[src/rtl/pe_feeder.sv]
// Operand launcher for an NxN systolic PE array: accepts one k-step per handshake,
// skews A rows / B columns diagonally onto the array edges and signals when all sums are final.
`ifndef DATA_WIDTH
`define DATA_WIDTH 16
`endif

module pe_feeder #(
  parameter int N          = 4,
  parameter int DATA_WIDTH = `DATA_WIDTH
) (
  input  logic                  clk_i,
  input  logic                  rst_ni,
  input  logic                  in_valid_i,
  output logic                  in_ready_o,
  input  logic                  last_i,
  input  logic [N*DATA_WIDTH-1:0] a_vec_i,
  input  logic [N*DATA_WIDTH-1:0] b_vec_i,
  output logic [N*DATA_WIDTH-1:0] srca_o,
  output logic [N-1:0]          clear_o,
  output logic [N*DATA_WIDTH-1:0] srcb_o,
  output logic                  busy_o,
  output logic                  done_o
);

  localparam int CW = $clog2(2 * N);
  localparam logic [CW-1:0] DRAIN_LOAD = CW'(2 * N - 1);

  // Handshake: a k-step transfers on a rising edge where in_valid_i & in_ready_o;
  // a_vec_i, b_vec_i and last_i are sampled only on that edge. No back-pressure from the array.
  typedef enum logic [1:0] {S_IDLE, S_FEED, S_DRAIN} state_t;

  state_t          state_q;
  logic [CW-1:0]   cnt_q;
  logic            done_q;
  logic            accept;

  logic [N*DATA_WIDTH-1:0] la_q;
  logic [N*DATA_WIDTH-1:0] lb_q;
  logic                    lf_q;

  assign in_ready_o = (state_q != S_DRAIN);
  assign busy_o     = (state_q != S_IDLE);
  assign done_o     = done_q;
  assign accept     = in_valid_i & in_ready_o;

  always_ff @(posedge clk_i or negedge rst_ni) begin
    if (!rst_ni) begin
      state_q <= S_IDLE;
      cnt_q   <= '0;
      done_q  <= 1'b0;
    end else begin
      done_q <= 1'b0;
      case (state_q)
        S_IDLE, S_FEED: begin
          if (accept) begin
            if (last_i) begin
              state_q <= S_DRAIN;
              cnt_q   <= DRAIN_LOAD;
            end else begin
              state_q <= S_FEED;
            end
          end
        end
        S_DRAIN: begin
          // Counter spans the skew plus PE pipeline so done lands as PE(N-1,N-1) settles.
          if (cnt_q == '0) begin
            state_q <= S_IDLE;
            done_q  <= 1'b1;
          end else begin
            cnt_q <= cnt_q - 1'b1;
          end
        end
        default: state_q <= S_IDLE;
      endcase
    end
  end

  // Launch stage: accepted vectors, otherwise zero bubbles so stalls add nothing.
  always_ff @(posedge clk_i or negedge rst_ni) begin
    if (!rst_ni) begin
      la_q <= '0;
      lb_q <= '0;
      lf_q <= 1'b0;
    end else if (accept) begin
      la_q <= a_vec_i;
      lb_q <= b_vec_i;
      lf_q <= (state_q == S_IDLE);
    end else begin
      la_q <= '0;
      lb_q <= '0;
      lf_q <= 1'b0;
    end
  end

  for (genvar r = 0; r < N; r++) begin : g_row
    if (r == 0) begin : g_direct
      assign srca_o[0 +: DATA_WIDTH] = la_q[0 +: DATA_WIDTH];
      assign clear_o[0]              = lf_q;
    end else begin : g_dly
      logic [DATA_WIDTH-1:0] a_d [1:r];
      logic                  c_d [1:r];
      always_ff @(posedge clk_i or negedge rst_ni) begin
        if (!rst_ni) begin
          for (int s = 1; s <= r; s++) begin
            a_d[s] <= '0;
            c_d[s] <= 1'b0;
          end
        end else begin
          a_d[1] <= la_q[r*DATA_WIDTH +: DATA_WIDTH];
          c_d[1] <= lf_q;
          for (int s = 2; s <= r; s++) begin
            a_d[s] <= a_d[s-1];
            c_d[s] <= c_d[s-1];
          end
        end
      end
      assign srca_o[r*DATA_WIDTH +: DATA_WIDTH] = a_d[r];
      assign clear_o[r]                         = c_d[r];
    end
  end

  for (genvar c = 0; c < N; c++) begin : g_col
    if (c == 0) begin : g_direct
      assign srcb_o[0 +: DATA_WIDTH] = lb_q[0 +: DATA_WIDTH];
    end else begin : g_dly
      logic [DATA_WIDTH-1:0] b_d [1:c];
      always_ff @(posedge clk_i or negedge rst_ni) begin
        if (!rst_ni) begin
          for (int s = 1; s <= c; s++) b_d[s] <= '0;
        end else begin
          b_d[1] <= lb_q[c*DATA_WIDTH +: DATA_WIDTH];
          for (int s = 2; s <= c; s++) b_d[s] <= b_d[s-1];
        end
      end
      assign srcb_o[c*DATA_WIDTH +: DATA_WIDTH] = b_d[c];
    end
  end

endmodule

[config.mk]
export PLATFORM = sky130hd
export DESIGN_NAME = pe_feeder
export DESIGN_NICKNAME = d
export VERILOG_FILES = /design/src/rtl/pe_feeder.sv
export SDC_FILE = /design/constraint.sdc
export NUM_CORES = 1
export LEC_CHECK = 0
export ABC_AREA = 0
export BUFFER_PORTS_ARGS = -buffer_cell sky130_fd_sc_hd__buf_2
export CAP_MARGIN = 15
export CORE_UTILIZATION = 40
export CTS_BUF_LIST = sky130_fd_sc_hd__clkbuf_16
export CTS_CLUSTER_SIZE = 20
export DETAILED_ROUTE_END_ITERATION = 16
export PLACE_DENSITY = 0.63
export SETUP_SLACK_MARGIN = 0.4
export SLEW_MARGIN = 10
export SYNTH_ARGS = -nofsm -noshare
export SYNTH_HDL_FRONTEND = slang
export SYNTH_SLANG_ARGS = --single-unit
[constraint.sdc]
create_clock -name clk_i -period 2.2 [get_ports clk_i]
set_clock_uncertainty 0.2 [all_clocks]
set_input_delay 0.22 -clock clk_i [delete_from_list [all_inputs] [get_ports clk_i]]
set_output_delay 0.22 -clock clk_i [all_outputs]
set_load 0.005 [all_outputs]
# Word-level counts from Yosys, hierarchy flattened
# Index checks and enable logic that the tools add are counted.
[classes]
addsub = 1
eq_ne = 7
mux = 13
bitwise = 1
n_reduce_logical = 7
[op_table]
columns = ["operator", "n"]
rows = [
  ["$mux W64", 2],
  ["$ne A2 B2 Y1 const B", 5],
  ["$mux W3", 3],
  ["$mux W2", 3],
  ["$pmux W3 S2", 1],
  ["$pmux W2 S2", 1],
  ["$reduce_and A4 Y1", 1],
  ["$reduce_bool A2 Y1", 2],
  ["$logic_not A3 Y1", 1],
  ["$mux W1", 3],
  ["$sub A3 B1 Y3 const B", 1],
  ["$eq A2 B1 Y1 const B", 1],
  ["$eq A2 B2 Y1 const B", 1],
  ["$logic_not A2 Y1", 1],
  ["$reduce_and A2 Y1", 1],
  ["$reduce_or A2 Y1", 1],
  ["$and A1 B1 Y1", 1],
]
[totals]
register_bits = 330
inputBits = 132
output_inout_bits = 135
elab_cells = 50

# Longest topological paths before layout
[logic_depth]
word_depth = 4
depth_mapped = 5
mapped_depth_nobuf = 5

# Worst setup path after synthesis
# OpenSTA, ideal clock, no wires.
[synth_path]
path_type = "register to register"
startpoint = "register state_q[0]"
endpoint = "register la_q[50]"
setup_time_ps = 120
arrival_time_ps = 1097
required_ps = 1880
setup_slack_ps = 783
stages_incl_launch_ff = 6
n_path_buf = 2
synth_period_minus_slack_ps = 1417
path_cell_list = "dfrtp_1 > and2b_4 > inv_2 > buf_6 > buf_6 > and3_1"
[synth_between]
elab_chain_len = 3
[synth_rtl]
columns = ["item", "line_no", "source"]
rows = [
  ["start: declaration", "32", "state_t state_q;"],
  ["start signal: assignment", "48", "state_q <= S_IDLE;"],
  ["start signal: assignment", "57", "state_q <= S_DRAIN;"],
  ["start signal: assignment", "60", "state_q <= S_FEED;"],
  ["$ne A2 B2 Y1", "41", "assign in_ready_o = (state_q != S_DRAIN);"],
  ["via in_ready_o", "14", "output logic in_ready_o,"],
  ["$and A1 B1 Y1", "44", "assign accept = in_valid_i & in_ready_o;"],
  ["$mux W64", "84", "end else if (accept) begin"],
  ["end signal: assignment", "85", "la_q <= a_vec_i;"],
  ["end: declaration", "37", "logic [N*DATA_WIDTH-1:0] la_q;"],
]
# The timed path passes the listed nets, and every way through them passes these cells.
# A chain may end at the register's enable or synchronous reset.

# Worst setup path after layout
[layout_path]
startpoint = "register state_q[0]"
endpoint = "output in_ready_o"
[layout_between]
elab_chain_len = 1
[layout_rtl]
columns = ["item", "line_no"]
rows = [
  ["$ne A2 B2 Y1", "41"],
  ["end: declaration", "14"],
]
# Every way passes these cells.

==> impl_metrics.json <==
{
  "die_area_um2": 25900,
  "grt_max_degree": 87,
  "vias": 5507,
  "mostFrequentLayoutCells": "dfrtp_1 (330), buf_2 (262), dlygate4sd3_1 (131)",
  "cts_buffers": 35,
  "synth_top_cells_by_area": "dfrtp_1 (82%), and3_1 (8.0%), buf_4 (7.3%)",
  "period_share": 0.837,
  "rsz0062_at_grt": "yes",
  "boundaryPins": 267,
  "drt_first_pass_iters": 4,
  "stdcell_count": 1284,
  "first_iter_violations": 223,
  "fin_nets": 1067,
  "initial_core_util": 0.412,
  "finalMaxSlewViolations": 0,
  "grt_pass1_vias": 6093,
  "clkTransAtPathRegs_ns": 0.06,
  "tightest_slew_ns": 0.532,
  "grt_pass1_wl_um": 31800,
  "synth-async-reset-ratio": 1.00,
  "drc_errors": 0,
  "setup_viol": 0,
  "maxSlewHeadroom": 0.645,
  "htree_levels": 2,
  "clkPwrFrac": 0.388,
  "die_h_um": 161,
  "p_comb_frac": 0.137,
  "synth_fp_nets": 740,
  "syn_area_per_cell_um2": 16.7,
  "final_common_cell": "dfrtp_1",
  "max_cap_viol_count": 0,
  "powerDensity_nw_per_um2": 1120,
  "cp-start-kind": "register",
  "tns_ns": 0,
  "critPathArrivalTime_ns": 1.42,
  "r2r-end": "la_q[5]",
  "drt-vias-per-instance": 4.29,
  "p_int_mw": 11.9,
  "placed_cells": 1081,
  "setup.worst_path.class": "reg2out",
  "numClockSinks": 330,
  "cts_root_buffer": "clkbuf_16",
  "p_seq_frac": 0.475,
  "rr_startpoint": "state_q[0]",
  "area_growth_pct": 36.1,
  "gp_congestion": 0.721,
  "wl_per_cell_um": 15.5,
  "antenna_found_initial": 1,
  "synth_edf_count": 0,
  "yosys.area.top_type": "dfrtp_1",
  "dpl-instance-area_um2": 11100,
  "dp_slack_ns": 0.655,
  "cp-end-kind": "primary output",
  "grtUsageTotal": 0.158,
  "port_buffers": 266,
  "clock_latency_ns": 0.49,
  "overflow": 0,
  "finalHoldViolCount": 0,
  "reg2reg_depth": 6,
  "final.setup.worst_slack_ns": 0.359,
  "p_leak_nw": 7.62,
  "irDropWorstVdd_v": 0.000690,
  "cts_tree": "built",
  "power.switching_mw": 3.50,
  "synth_cell_type_count": 20,
  "fmax_ghz": 0.543,
  "syn-cell-area_um2": 10100,
  "core-area_um2": 24500,
  "ant_nets": 0,
  "r2r_slack_ns": 0.44,
  "switching_share": 0.228,
  "ys_seq_area_frac": 0.816,
  "period_needed_ns": 1.84,
  "critPathMaxFanout": 2,
  "synth_top_area_frac": 0.816,
  "hold_class": "in2async",
  "dp_hpwl_um": 11300,
  "fp.dieW_um": 161,
  "clk_path_buf_depth": 3,
  "rows": 57,
  "drive_gt1_frac": 0.355,
  "holdWs_ns": 0.0690,
  "worstPathRequired_ns": 1.78,
  "ys.flop_type": "dfrtp_1",
  "yosysWarnings": 0,
  "routed_wl_um": 19900,
  "ys_ff_latch": 330,
  "synthCells": 606,
  "outcome": "finished, final reports clean",
  "final_cell_area_um2": 13800
}
## timing repair
| action | in CTS | in global routing |
|---|---|---|
| hold endpoints to repair | 431 | 0 |
| cloned | 3 | 0 |
| hold buffers | 131 | 0 |
| setup endpoints to repair | 1 | 64 |
| setup buffers | 5 | 0 |
| pin swaps | 0 | 1 |
| resized for setup | 4 | 3 |
## state kept, by name, summed over array words and instances, names as in the netlist, 2 cells and up
| signal | flops |
|---|---|
| g_col.g_dly.b_d | 64 |
| g_row.g_dly.a_d | 64 |
| la_q | 64 |
| lb_q | 64 |
| srca_o | 32 |
| srcb_o | 32 |
| cnt_q | 3 |
| g_row.g_dly.c_d | 2 |
| state_q | 2 |
## worst max path at each step
| stage | startpoint | endpoint | slack [ns] | cells past startpoint |
|---|---|---|---|---|
| after global routing | state_q[0] | in_ready_o | 0.30 | 4 |
| final | state_q[0] | in_ready_o | 0.36 | 4 |
| after detailed placement | state_q[1] | in_ready_o | 0.65 | 4 |
| after global placement | state_q[1] | in_ready_o | 0.65 | 4 |
| after CTS | state_q[0] | in_ready_o | 0.34 | 4 |
| after floorplan | state_q[0] | la_q[50] | 0.78 | 5 |
## through the flow
stage | power, mW | util
detailed placement | 8.98 | 0.453
CTS | 15.6 | 0.561
floorplan | 8.54 | -
global placement | 8.93 | 0.453
finish | 15.4 | 0.561
global route | 16.1 | 0.561
## worst max-delay path, stage by stage (launching register included)
cell and delay (ns):
dfrtp_1 0.37, and2b_4 0.27, clkinv_4 0.06, buf_16 0.12, buf_6 0.10
## cells in the mapped netlist (2+ instances only)
master,n
buf_6,11
buf_4,98
ha_1,2
dfrtp_1,330
and3_1,129
clkbuf_1,16
inv_1,3
o21a_1,2
nand3_1,2
nor2_1,3
## final cells by class
type,instances,area (µm²)
sequential,330,8260
timing repair buffer,416,2960
tap,324,405
fill,1909,10800
antenna,1,2.50
clock buffer,37,926
multi-input combinational,146,923
inverter,4,20.0
clock inverter,26,277
## cell families (layout without fill, tap and decap cells)
group / after synthesis / after routing / share of synthesized area
DFF: 330 / 330 / 0.816
and+or+nand+nor: 138 / 138 / 0.0845
buffers and inverters: 130 / 483 / 0.0929
AOI/OAI and AO/OA: 6 / 6 / 0.00408
adders and majority gates: 2 / 2 / 0.00247
other: 0 / 1 / 0
## routing by layer
| metal | up-vias | GRT usage | wire [µm] |
|---|---|---|---|
| met5 | - | 0 | 0 |
| met4 | 0 | 0.0656 | 592 |
| met3 | 40 | 0.0426 | 1260 |
| met2 | 197 | 0.274 | 10300 |
| met1 | 2747 | 0.187 | 7770 |
| li1 | 2523 | - | - |
## power groups by stage
stage	Clock [mW]	Sequential (mW)	Combinational, mW
6_report	5.96	7.31	2.10
5_1_grt	6.41	7.40	2.30
4_1_cts	6.14	7.32	2.14
3_5_place_dp	0	7.42	1.56
3_3_place_gp	0	7.38	1.55
2_1_floorplan	0	7.35	1.19
No activity file was read; power rests on OpenSTA's default activity.
